<file path="src/rtl/mult_share_ctrl_if.sv">
// Request and result handshake bundle for the shared multiplier.
// master drives requests and consumes results; slave is the controller.
interface mult_share_ctrl_if #(
    parameter int WIDTH = 8,
    parameter int NREQ  = 4,
    parameter int IDW   = 2
);
    logic [NREQ-1:0]       req_valid;
    logic [NREQ-1:0]       req_ready;
    logic [NREQ*WIDTH-1:0] req_a;
    logic [NREQ*WIDTH-1:0] req_b;
    logic                  out_valid;
    logic                  out_ready;
    logic [2*WIDTH-1:0]    out_product;
    logic [IDW-1:0]        out_id;

    modport master (
        output req_valid, req_a, req_b, out_ready,
        input  req_ready, out_valid, out_product, out_id
    );

    modport slave (
        input  req_valid, req_a, req_b, out_ready,
        output req_ready, out_valid, out_product, out_id
    );
endinterface

</file>
<file path="src/rtl/mult_share_ctrl.sv">
// Round-robin shared shift-add signed multiplier.
// One partial product per cycle; result tagged with requester ID.
module mult_share_ctrl #(
    parameter int WIDTH = 8,
    parameter int NREQ  = 4,
    parameter int IDW   = 2
) (
    input  logic               clk,
    input  logic               rst,
    mult_share_ctrl_if.slave   bus,
    output logic               busy
);
    localparam int PW = 2 * WIDTH;
    localparam int SW = $clog2(WIDTH);
    localparam logic [SW-1:0] LAST = SW'(WIDTH - 1);

    typedef enum logic [1:0] {IDLE, MUL, DONE} state_t;

    state_t state, state_n;

    logic [IDW-1:0]   ptr;
    logic [IDW-1:0]   grant;
    logic             found;
    logic [WIDTH-1:0] a_sel;
    logic [WIDTH-1:0] b_sel;
    logic             take;
    logic             give;

    logic [PW-1:0]    a_q;
    logic [WIDTH-1:0] b_q;
    logic [IDW-1:0]   id_q;
    logic [PW-1:0]    acc;
    logic [PW-1:0]    acc_n;
    logic [PW-1:0]    addend;
    logic [SW-1:0]    step;
    logic [PW-1:0]    prod_q;
    logic [IDW-1:0]   oid_q;
    logic             ovld_q;

    // First valid requester at or after ptr, wrapping.
    always_comb begin
        grant = '0;
        found = 1'b0;
        for (int i = 0; i < NREQ; i++) begin
            if (!found && bus.req_valid[ptr + IDW'(i)]) begin
                grant = ptr + IDW'(i);
                found = 1'b1;
            end
        end
    end

    assign a_sel = bus.req_a[int'(grant) * WIDTH +: WIDTH];
    assign b_sel = bus.req_b[int'(grant) * WIDTH +: WIDTH];
    assign take  = (state == IDLE) && found && !rst;
    assign give  = ovld_q && bus.out_ready;

    always_comb begin
        bus.req_ready = '0;
        if (take)
            bus.req_ready[grant] = 1'b1;
    end

    // The b sign bit carries negative weight, hence the subtract.
    assign addend = a_q << step;
    always_comb begin
        acc_n = acc;
        if (b_q[step])
            acc_n = (step == LAST) ? acc - addend : acc + addend;
    end

    always_ff @(posedge clk) begin
        if (rst)
            state <= IDLE;
        else
            state <= state_n;
    end

    always_comb begin
        state_n = state;
        unique case (state)
            IDLE: if (take) state_n = MUL;
            MUL:  if (step == LAST) state_n = DONE;
            DONE: if (give) state_n = IDLE;
            default: state_n = IDLE;
        endcase
    end

    always_ff @(posedge clk) begin
        if (rst) begin
            ptr    <= '0;
            a_q    <= '0;
            b_q    <= '0;
            id_q   <= '0;
            acc    <= '0;
            step   <= '0;
            prod_q <= '0;
            oid_q  <= '0;
            ovld_q <= 1'b0;
        end else begin
            if (take) begin
                a_q  <= {{WIDTH{a_sel[WIDTH-1]}}, a_sel};
                b_q  <= b_sel;
                id_q <= grant;
                ptr  <= grant + IDW'(1);
                acc  <= '0;
                step <= '0;
            end
            if (state == MUL) begin
                acc  <= acc_n;
                step <= step + SW'(1);
                if (step == LAST) begin
                    prod_q <= acc_n;
                    oid_q  <= id_q;
                    ovld_q <= 1'b1;
                end
            end
            if (give)
                ovld_q <= 1'b0;
        end
    end

    assign bus.out_valid   = ovld_q;
    assign bus.out_product = prod_q;
    assign bus.out_id      = oid_q;
    assign busy            = (state != IDLE);
endmodule

</file>
<file path="src/flat_wrapper.sv">
// flat-port wrapper written by rule: the top's interface ports become plain ports
module mult_share_ctrl_flat 
#(
    parameter int WIDTH = 8,
    parameter int NREQ  = 4,
    parameter int IDW   = 2
)
  (clk, rst, busy, bus_req_valid, bus_req_a, bus_req_b, bus_out_ready, bus_req_ready, bus_out_valid, bus_out_product, bus_out_id);
  mult_share_ctrl_if #(.WIDTH(WIDTH), .NREQ(NREQ), .IDW(IDW)) bus_i ();
  input  logic clk;
  input  logic rst;
  output logic busy;
  input wire logic [$bits(bus_i.req_valid)-1:0] bus_req_valid;
  input wire logic [$bits(bus_i.req_a)-1:0] bus_req_a;
  input wire logic [$bits(bus_i.req_b)-1:0] bus_req_b;
  input wire logic [$bits(bus_i.out_ready)-1:0] bus_out_ready;
  output wire logic [$bits(bus_i.req_ready)-1:0] bus_req_ready;
  output wire logic [$bits(bus_i.out_valid)-1:0] bus_out_valid;
  output wire logic [$bits(bus_i.out_product)-1:0] bus_out_product;
  output wire logic [$bits(bus_i.out_id)-1:0] bus_out_id;
  assign bus_i.req_valid = bus_req_valid;
  assign bus_i.req_a = bus_req_a;
  assign bus_i.req_b = bus_req_b;
  assign bus_i.out_ready = bus_out_ready;
  assign bus_req_ready = bus_i.req_ready;
  assign bus_out_valid = bus_i.out_valid;
  assign bus_out_product = bus_i.out_product;
  assign bus_out_id = bus_i.out_id;
  mult_share_ctrl #(.WIDTH(WIDTH), .NREQ(NREQ), .IDW(IDW)) u_core (.clk(clk), .rst(rst), .bus(bus_i), .busy(busy));
endmodule
</file>
<file path="config.mk">
export PLATFORM = sky130hd
export DESIGN_NAME = mult_share_ctrl_flat
export DESIGN_NICKNAME = d
export VERILOG_FILES = /design/src/rtl/mult_share_ctrl_if.sv /design/src/rtl/mult_share_ctrl.sv /design/src/flat_wrapper.sv
export SDC_FILE = /design/constraint.sdc
export NUM_CORES = 1
export LEC_CHECK = 0
export CAP_MARGIN = 20
export CELL_PAD_IN_SITES_DETAIL_PLACEMENT = 1
export CELL_PAD_IN_SITES_GLOBAL_PLACEMENT = 2
export CORE_MARGIN = 2
export CORE_UTILIZATION = 30
export CTS_CLUSTER_SIZE = 25
export DETAILED_ROUTE_END_ITERATION = 6
export PLACE_DENSITY = 0.9
export SYNTH_ARGS = -nofsm -noshare
export SYNTH_HDL_FRONTEND = slang
export SYNTH_SLANG_ARGS = --single-unit
</file>
<file path="constraint.sdc">
create_clock -name clk -period 6.5 [get_ports clk]
set_clock_uncertainty 0.2 [all_clocks]
set_input_delay 1.3 -clock clk [delete_from_list [all_inputs] [get_ports clk]]
set_output_delay 1.3 -clock clk [all_outputs]
set_load 0.02 [all_outputs]
</file>
* Yosys cells after proc, flatten, opt, wreduce, memory -nomap -nowiden *
Index checks and enable logic that the tools add are counted.

storage, ports and cells
  bits of input ports = 71
  output and inout port bits = 24
  word-level logic and storage cells = 81
  register bits = 60

cells by class
  eq/ne operators = 6
  magnitude comparators = 7
  reductions and logical operators = 17
  shifts and indexed selects = 3
  muxes and demuxes = 31
  add/sub/neg operators = 7

operators with widths
  kind                 count
  $mux 16              4
  $shiftx 32x6->8      2
  $add 16x16->16       1
  $shl 16x3->16        1
  $sub 16x16->16       1
  $lt 2x3->1 const B   5
  $mux 2               7
  $mux 1               10
  $bmux 1 s2           4
  $logic_and 1x1->1    7
  $mux 3               2
  $ne 2x1->1 const B   3
  $pmux 2 s3           1
  $add 2x1->2 const B  2
  $add 2x2->2 const B  2
  $logic_not 1->1      4
  $lt 3x4->1 const B   1
  $mux 4               1
  $reduce_bool 2->1    2
  $add 3x1->3 const B  1
  $bmux 1 s3           1
  $eq 3x3->1 const B   1
  $reduce_and 3->1     1
  $demux 1 s2          1
  6 further kinds      6

* Logic depth before layout (Yosys ltp) *
  word-level depth = 17
  gate-level depth with buffers = 19

* Worst setup path after synthesis *
No wires, ideal clock.

  kind = input to output
  from = in bus_req_valid[1]
  to = out bus_req_ready[2]
  data arrival time = 2807 ps
  path buffers = 1
  data required time = 5000 ps
  stages = 7
  slack = 2193 ps
  path through = nand2b_1 a21oi_1 nor4_2 clkinv_1 clkbuf_1 ha_1 and3_1

on the way
  longest elaborated chain between the ends = 17

RTL lines
  what                                                            line                   text
  from (decl)                                                     flat_wrapper.sv:13     input wire logic [$bits(bus_i.req_valid)-1:0] bus_req_valid;
  $bmux 1 s2                                                      mult_share_ctrl.sv:45  if (!found && bus.req_valid[ptr + IDW'(i)]) begin
  $mux 1 (implied by the code)                                    mult_share_ctrl.sv:45
  $mux 1                                                          mult_share_ctrl.sv:45
  $logic_not 1->1                                                 mult_share_ctrl.sv:45
  $logic_and 1x1->1                                               mult_share_ctrl.sv:45
  $mux 1                                                          mult_share_ctrl.sv:45
  $logic_not 1->1                                                 mult_share_ctrl.sv:45
  $logic_and 1x1->1                                               mult_share_ctrl.sv:45
  $mux 1                                                          mult_share_ctrl.sv:45
  $logic_not 1->1                                                 mult_share_ctrl.sv:45
  $logic_and 1x1->1                                               mult_share_ctrl.sv:45
  $mux 2                                                          mult_share_ctrl.sv:45
  $lt 2x3->1 (implied by the code) or $ge 2x1->1 (tied branches)  mult_share_ctrl.sv:60  bus.req_ready[grant] = 1'b1;
  $logic_and 1x1->1 (implied by the code)                         mult_share_ctrl.sv:60
  $mux 1 (implied by the code)                                    mult_share_ctrl.sv:60
  $demux 1 s2                                                     --
  $mux 4 *                                                        mult_share_ctrl.sv:59  if (take)
  to (decl)                                                       flat_wrapper.sv:17     output wire logic [$bits(bus_i.req_ready)-1:0] bus_req_ready;

Mark *: on every way between the ends. The rest lies on a longest branch, timed or not. The select of a mux whose other input is x is not followed.

* Final worst setup path *
  from = in bus_req_valid[1]
  to = out bus_req_ready[0]

The elaborated chain is that of the path after synthesis.

==> results.json <==
{
  "status": "complete, no violations",
  "drv_slew": 0,
  "route.detailed.drc": 0,
  "rsz0062_at_grt": "no",
  "cts_tree": "yes",
  "cpMaxStageDelayCell": "clkdlybuf4s50_1",
  "ir_drop_uv": 121,
  "ctsHoldBuffers": 0,
  "via_per_inst": 5.30,
  "io_buffers": 94,
  "area_growth_pct": 30.1,
  "initial_core_util": 0.308,
  "synthArstFlopShare": 0,
  "cts.htree.levels": 3,
  "clk_latency_ps": 330,
  "grt_pass1_wl_um": 23500,
  "crit_type": "in -> out",
  "synth_cell_types": 67,
  "slew_headroom": 0.359,
  "min_path_type": "reg -> reg",
  "min_period_ps": 5480,
  "syn_area_per_cell_um2": 7.50,
  "worst_r2r_path_depth": 14,
  "die_w_um": 126,
  "max_cap_viol_count": 0,
  "synth.area.top_cells": "dfxtp_1, nand2_1, nor2_1, a21oi_1, ha_1",
  "ant_nets": 0,
  "crit_family": "buffers and inverters",
  "yosysTopAreaCellShare": 0.267,
  "cts_resized": 0,
  "dieArea_um2": 16000,
  "netlist_area_um2": 4490,
  "ys_ff_latch": 60,
  "critPathMostFrequentCell": "clkdlybuf4s50_1",
  "postCtsSetupRepairBufs": 0,
  "fin_tns_setup_ps": 0,
  "rows": 44,
  "grt_pass1_vias": 4802,
  "io_pins": 95,
  "reg2reg_slack_ps": 1470,
  "max_stage_delay_ps": 550,
  "final-setup-viol-count": 0,
  "timing.fmax_ghz": 0.182,
  "yosysSeqAreaShare": 0.267,
  "hold_violations": 0,
  "crit_chain": "clkdlybuf4s50_1 > nand2b_1 > a21oi_1 > nor4_4 > clkinv_1 > ha_1 > and3_1 > clkdlybuf4s50_1",
  "post-route-period-util": 0.844,
  "p_per_area_nw_per_um2": 260,
  "synth_nets": 693,
  "synthFlopType": "dfxtp_1",
  "end_kind": "primary output",
  "cts.clk_slew.worst_paths_ps": 50,
  "synth_edf_count": 0,
  "start_kind": "input pin",
  "cp.arrival_ps": 3980,
  "crit_required_ps": 5000,
  "post_drt_wl_per_cell_um": 15.9,
  "yosys.area.top_type": "dfxtp_1",
  "grt_start_max_net_pins": 59,
  "wl_um": 13700,
  "final_layout_size_suffix_gt1_frac": 0.0653,
  "drtIter0Drc": 200,
  "antenna_found_initial": 0,
  "crit_cells": 8,
  "yosys_warnings": 0,
  "fillCellCount": 1742,
  "core_um2": 14600,
  "clockRootBuffer": "clkbuf_16",
  "dr.pass1.iters": 4,
  "netlist_instances": 599,
  "crit_fanout": 18,
  "hpwlAfterDp_um": 10600,
  "finalPower_uw": 1520,
  "vias": 4551,
  "gr-total-overflow": 0,
  "n_antenna_cell": 0,
  "fp.dieH_um": 126,
  "multiInputGateArea_um2": 3070,
  "clock_sinks": 60,
  "nets": 763,
  "gp_congestion": 0.883,
  "cts_buffers": 9,
  "p_leak_uw": 0.00226,
  "clk_path_buf_depth": 2,
  "track_usage": 0.176,
  "hold_depth": 2,
  "worst-path-buf-inv": 3,
  "tightest_slew_ps": 961,
  "regArea_um2": 1200
}
[report_power, final]
group | switching [uW] | internal [uW]
sequential | 32.9 | 393
clock | 173 | 318
combinational | 347 | 256
total | 553 | 967
[flip-flops by register name (all words and copies together), names as in the netlist]
name	flops
u_core.a_q	8
u_core.acc	16
u_core.b_q	8
u_core.bus.out_id	2
u_core.bus.out_product	16
u_core.bus.out_valid	1
u_core.id_q	2
u_core.ptr	2
u_core.state	2
u_core.step	3
[per-stage QoR]
stage               setup slack [ps]  hold slack (ps)  cells  area [um2]  utilization
floorplan                       2190              232    599        4490            -
global placement                1150              244    842        5530        0.379
detailed placement               997              245    842        5530        0.379
CTS                              996              253    858        5840        0.401
global route                     812              282    858        5840        0.401
finish                          1020              248    858        5840        0.401
[area by class of cell]
| class | count | area share |
|---|---|---|
| clock inverters | 5 | 0.0101 |
| flip-flops and latches | 60 | 0.206 |
| multi-input cells | 484 | 0.526 |
| repair buffers | 98 | 0.165 |
| inverters | 16 | 0.0103 |
| well taps | 184 | 0.0394 |
| clock buffers | 11 | 0.0433 |
[metal layers]
| metal | up-vias | part of all wire | global-route usage |
|---|---|---|---|
| li1 | 2267 | - | - |
| met1 | 2148 | 0.46 | 0.222 |
| met2 | 118 | 0.47 | 0.300 |
| met3 | 18 | 0.050 | 0.0409 |
| met4 | 0 | 0.014 | 0.0478 |
| met5 | - | 0 | 0 |
[logic make-up after synthesis]
logic type      after synthesis  synth area share
fa+ha+maj                    23            0.0657
simple gates                243             0.248
compound gates              172             0.259
xor+xnor                     23            0.0465
flops                        60             0.267
mux                          23            0.0602
buf+inv                      55            0.0524
[synth_stat cells (4+ instances only)]
cell	instances
nand2_1	88
nor2_1	80
dfxtp_1	60
a21oi_1	59
clkbuf_1	25
nor2b_1	25
a211oi_1	23
ha_1	22
o21ai_0	19
a311oi_1	17
inv_1	14
mux2i_1	14
xor2_1	14
buf_2	11
nand3_1	9
a22oi_1	8
nand2b_1	8
xnor2_1	8
a21o_1	7
a31oi_1	6
and3_1	6
nor3_1	6
mux2_2	4
o21a_1	4
o31ai_1	4
or2_2	4
[worst min-delay path: cells and delay by family, from the launching register on]
kind | cells | cell delay, ps
AOI/OAI and AO/OA | 1 | 50
and+or+nand+nor | 1 | 50
DFF | 1 | 300
[worst paths after layout]
| path | from | endpoint |
|---|---|---|
| max reg2reg | u_core.step[0] | u_core.bus.out_product[15] |
| min reg2reg | u_core.bus.out_product[0] | u_core.bus.out_product[0] |
| min | u_core.bus.out_product[0] | u_core.bus.out_product[0] |
| max | bus_req_valid[1] | bus_req_ready[0] |
[cell usage in the layout, fill, tap and decap left out, types with 4 or more instances in the layout]
| cell | count |
|---|---|
| clkbuf_16 | 9 |
| o21a_1 | 4 |
| nor2b_1 | 25 |
| inv_1 | 14 |
| nor3_1 | 6 |
| or2_2 | 4 |
| a21o_1 | 7 |
| xor2_1 | 14 |
| a31oi_1 | 6 |
| a311oi_1 | 17 |
| buf_4 | 4 |
| ha_1 | 22 |
| mux2i_1 | 13 |
| nand3_1 | 9 |
| nand2b_1 | 8 |
| o21ai_0 | 19 |
| nor2_1 | 80 |
| xnor2_1 | 8 |
| o31ai_1 | 4 |
| a21oi_1 | 59 |
| nand2_1 | 88 |
| and3_1 | 6 |
| mux2_2 | 4 |
| dfxtp_1 | 60 |
| a22oi_1 | 8 |
| a211oi_1 | 23 |
| clkdlybuf4s50_1 | 93 |
(Power assumes the default switching activity.)
